<file path="src/rtl/strobe_sample_source.sv">
// Sample source for the moving-average filters: buffers host samples in a small FIFO
// and replays them as one-cycle strobed words at a programmable, evenly spaced rate.
module strobe_sample_source #(
    parameter int DATA_LEN  = 10,
    parameter int FIFO_AW   = 2,
    parameter int DIV_WIDTH = 8
) (
    input  logic                  clk,
    input  logic                  rst_n,
    input  logic [DATA_LEN-1:0]   in_data,
    input  logic                  in_valid,
    output logic                  in_ready,
    input  logic                  enable,
    input  logic [DIV_WIDTH-1:0]  rate_div,
    input  logic                  clear_underrun,
    output logic [DATA_LEN-1:0]   data_o,
    output logic                  strobe_o,
    output logic [FIFO_AW:0]      fifo_level,
    output logic                  underrun
);

    localparam int DEPTH = 1 << FIFO_AW;
    localparam logic [FIFO_AW:0] LEVEL_FULL = (FIFO_AW+1)'(DEPTH);

    logic [DATA_LEN-1:0]  mem [DEPTH];
    logic [FIFO_AW-1:0]   wr_ptr;
    logic [FIFO_AW-1:0]   rd_ptr;
    logic [FIFO_AW:0]     level;
    logic [DIV_WIDTH-1:0] cnt;

    logic full;
    logic empty;
    logic push;
    logic tick;
    logic pop;

    // Handshake and pop decisions use registered level only, so in_ready has
    // no combinational dependence on in_valid or on a same-cycle pop.
    assign full  = (level == LEVEL_FULL);
    assign empty = (level == '0);
    assign push  = in_valid && !full;
    assign tick  = enable && (cnt == '0);
    assign pop   = tick && !empty;

    assign in_ready   = !full;
    assign fifo_level = level;

    always_ff @(posedge clk) begin
        if (push) begin
            mem[wr_ptr] <= in_data;
        end
    end

    // Rate divider: terminal count at zero, reload with rate_div.
    always_ff @(posedge clk or negedge rst_n) begin
        if (!rst_n) begin
            cnt <= '0;
        end else if (!enable || cnt == '0) begin
            cnt <= rate_div;
        end else begin
            cnt <= cnt - DIV_WIDTH'(1);
        end
    end

    always_ff @(posedge clk or negedge rst_n) begin
        if (!rst_n) begin
            wr_ptr <= '0;
            rd_ptr <= '0;
            level  <= '0;
        end else begin
            if (push) begin
                wr_ptr <= wr_ptr + FIFO_AW'(1);
            end
            if (pop) begin
                rd_ptr <= rd_ptr + FIFO_AW'(1);
            end
            case ({push, pop})
                2'b10:   level <= level + (FIFO_AW+1)'(1);
                2'b01:   level <= level - (FIFO_AW+1)'(1);
                default: level <= level;
            endcase
        end
    end

    always_ff @(posedge clk or negedge rst_n) begin
        if (!rst_n) begin
            data_o   <= '0;
            strobe_o <= 1'b0;
            underrun <= 1'b0;
        end else begin
            strobe_o <= pop;
            if (pop) begin
                data_o <= mem[rd_ptr];
            end
            // A starved tick outranks a coincident clear.
            if (tick && empty) begin
                underrun <= 1'b1;
            end else if (clear_underrun) begin
                underrun <= 1'b0;
            end
        end
    end

endmodule

</file>
<file path="config.mk">
export PLATFORM = sky130hd
export DESIGN_NAME = strobe_sample_source
export DESIGN_NICKNAME = d
export VERILOG_FILES = /design/src/rtl/strobe_sample_source.sv
export SDC_FILE = /design/constraint.sdc
export NUM_CORES = 1
export LEC_CHECK = 0
export BUFFER_PORTS_ARGS = -buffer_cell sky130_fd_sc_hd__buf_2
export CAP_MARGIN = 20
export CORE_UTILIZATION = 56
export CTS_CLUSTER_SIZE = 12
export DETAILED_ROUTE_END_ITERATION = 10
export PLACE_DENSITY = 0.78
export SETUP_SLACK_MARGIN = 0.15
export SLEW_MARGIN = 10
export SYNTH_ARGS = -nofsm -noshare
export SYNTH_HDL_FRONTEND = slang
export SYNTH_SLANG_ARGS = --single-unit
</file>
<file path="constraint.sdc">
create_clock -name clk -period 2.8 [get_ports clk]
set_input_delay 0.28 -clock clk [delete_from_list [all_inputs] [get_ports clk]]
set_output_delay 0.28 -clock clk [all_outputs]
set_load 0.01 [all_outputs]
</file>
==> flow_summary.toml <==
[detailed_routing]
drtIter0Drc = 111
vias = 1549
drc_errors = 0
routed_via_density = 5.34
wl_per_cell_um = 16.6
drt_wl_total_mm = 4.81
postRouteAntennaNets = 0
firstDrtPassIters = 4

[sta]
relSlewSlack_pct = 53.0
period_minus_slack_ns = 2.51
rsz0062_at_grt = "no"
setup_viol = 0
fmax_mhz = 399
hold_viol = 0
worst_slack_ns = 0.294
post-route-period-util_pct = 89.5
tightest_slew_ns = 0.706
setup_tns_ns = 0
clock-skew-final_ns = 0.00883
slew_violations = 0

[layout]
fin_area_mm2 = 0.00328
diodes = 0
syn_to_final_growth_pct = 17.8
layout.cells.non_filler = 290
fillers = 329
nets = 249
drive_gt1_share_pct = 39.5

[logic_synthesis]
synth-seq-cells = 67
synth_warnings = 0
yosys.area.top_type_share_pct = 43.1
postSynthCellCount = 168
synthTopCellsByCount = "edfxtp_1, dfrtp_1, inv_1"
yosysTopAreaCell = "edfxtp_1"
synth_cell_type_count = 34
syn_nets = 199
yosys-top-cells-area = "edfxtp_1, dfrtp_1, mux4_2"
async_reset_ff_share_pct = 40.3
yosysSeqAreaShare_pct = 67.3
yosysMostFrequentCell = "edfxtp_1"
synth-edff-count = 40
synth_area_per_cell_um2 = 16.6
synthFlopType = "edfxtp_1"
synth_area_mm2 = 0.00279

[critical_path]
cp_num_buf_inv = 2
cp-end-kind = "flop"
cp_data_required_time_ns = 3.05
crit_arrival_ns = 2.76
path_cells = "inv_1 -> ha_4 -> or4bb_4 -> nor3_4 -> ha_2 -> inv_1 -> fa_1 -> xor2_1 -> nor2_1 -> xor2_1"
critical_path.max_stage_delay_ns = 0.48
crit_family = "simple AND/OR/NAND/NOR gates"
cp_max_fo = 4
cp_slowest_cell = "or4bb_4"
start_kind = "flop"
path_class = "reg -> reg"
ff2ff_setup_slack_ns = 0.29

[die]
core_mm2 = 0.00475
io_pins = 39
die_h_um = 72.6
dieWidth_um = 72.6
start_util_pct = 58.6
num_rows = 25
dieArea_mm2 = 0.00526

[grt]
antenna_found_initial = 0
grt.overflow.total = 0
grt_use_total_pct = 20.9
grt_max_degree = 28
grt_pass1_wl_mm = 7.79
grt_pass1_vias = 1630

[clocking]
clock-sinks = 67
tritoncts = "yes"
numCtsBuffers = 9
clock_path_buffers = 2
cts-htree-levels = 3
root_buffer = "clkbuf_8"
clkSlewWorstSetupHoldPaths_ns = 0.07
clk_latency_ns = 0.33

[power]
power_leakage_nw = 1.38
p_per_area_mw_per_mm2 = 828
vdd_drop_max_uv = 594
totalPowerFinal_w = 0.00272

[place]
place_ws_ns = 0.137
place.gp.congestion = 0.874
port_buffers = 38
place_area_mm2 = 0.00305
dp_cells = 270
dp_hpwl_mm = 3.28

[hold_path]
min_path_type = "in -> reg"

[run]
drv_cap = 0

[status]
status = "finished clean"
## routing by layer
metal | vias to the layer above | wire [um] | global-route usage [%]
met5 | - | 0 | 0
met4 | 0 | 108 | 12.9
met3 | 10 | 154 | 5.83
met2 | 37 | 2450 | 32.7
met1 | 784 | 2100 | 25.9
li1 | 718 | - | -
## final cells by class
class / instances / area, um^2 / share of cell area, %
inverter: 11 / 41.3 / 1.26
sequential: 67 / 1880 / 57.2
clock inverter: 5 / 30.0 / 0.915
timing repair buffer: 44 / 238 / 7.24
tap: 67 / 83.8 / 2.55
multi-input combinational: 85 / 872 / 26.6
clock buffer: 11 / 141 / 4.31
## flip-flops by register name, summed over array words and instances (netlist names)
register,count
cnt,8
strobe_o,1
data_o,10
rd_ptr,2
wr_ptr,2
mem,40
underrun,1
fifo_level,3
## worst paths after layout
check                                      start                         to  cells past startpoint
setup / recovery                cnt[1]$_DFF_PN0_  fifo_level[2]$_DFFE_PN0P_                     10
hold / removal                    clear_underrun       underrun$_DFFE_PN0P_                      2
setup reg to reg                cnt[1]$_DFF_PN0_  fifo_level[2]$_DFFE_PN0P_                     10
hold reg to reg            data_o[4]$_DFFE_PN0P_      data_o[4]$_DFFE_PN0P_                      1
max in group asynchronous                  rst_n           cnt[0]$_DFF_PN0_                      2
min in group asynchronous                  rst_n      data_o[8]$_DFFE_PN0P_                      2
## what timing repair did
action                                 in CTS  in global routing
resized for setup                           1                  6
setup buffers                               0                  3
hold buffers                                1                  0
setup endpoints to repair                   1                  1
pin swaps                                   0                  3
endpoints found under the hold margin      27                  0
## layout by cell type (no fill, tap or decap), types with 2 or more instances in the layout
cell,netlist,final
buf_2,1,38
inv_1,11,10
and2_1,2,2
and3_1,4,4
mux2_4,9,9
edfxtp_1,40,40
xor2_1,4,4
o21ai_0,9,9
nor2_1,3,3
nand2_1,8,8
clkinv_2,0,3
ha_1,7,5
mux4_2,10,10
clkinvlp_4,0,2
dfrtp_1,27,27
clkbuf_8,0,10
buf_4,0,5
a21oi_1,5,5
xnor2_1,6,6
mux2_2,2,2
## worst reg2reg max path: stages (launching register included)
cell	delay (ns)
dfrtp_1	0.37
inv_1	0.12
ha_4	0.16
or4bb_4	0.48
nor3_4	0.22
ha_2	0.22
inv_1	0.05
fa_1	0.37
xor2_1	0.15
nor2_1	0.13
xor2_1	0.16
## through the flow
stage / hold slack (ns) / utilization (%)
final: 0.150 / 69.1
after global placement: 0.322 / 64.1
after floorplan: -0.0156 / -
after global routing: 0.144 / 69.1
after detailed placement: 0.343 / 64.1
after CTS: 0.139 / 68.1
## cell families (layout without fill, tap and decap cells)
family	after synthesis	count (layout)	share of synthesized area [%]
flip-flops	67	67	67.3
adder cells (fa/ha/maj)	8	8	3.86
multiplexers	22	22	14.1
AND/OR/NAND/NOR	29	29	6.10
AO/OA/AOI/OAI	16	16	3.01
buffers and inverters	16	71	2.47
XOR/XNOR	10	10	3.14
## where the power goes
| group | total, W | leakage [nW] | internal, W | switching, W |
|---|---|---|---|---|
| logic | 0.000613 | 0.583 | 0.000317 | 0.000297 |
| registers | 0.00142 | 0.710 | 0.00127 | 0.000142 |
| clock network | 0.000690 | 0.0851 | 0.000341 | 0.000350 |
Power figures use the tool's default switching activity.
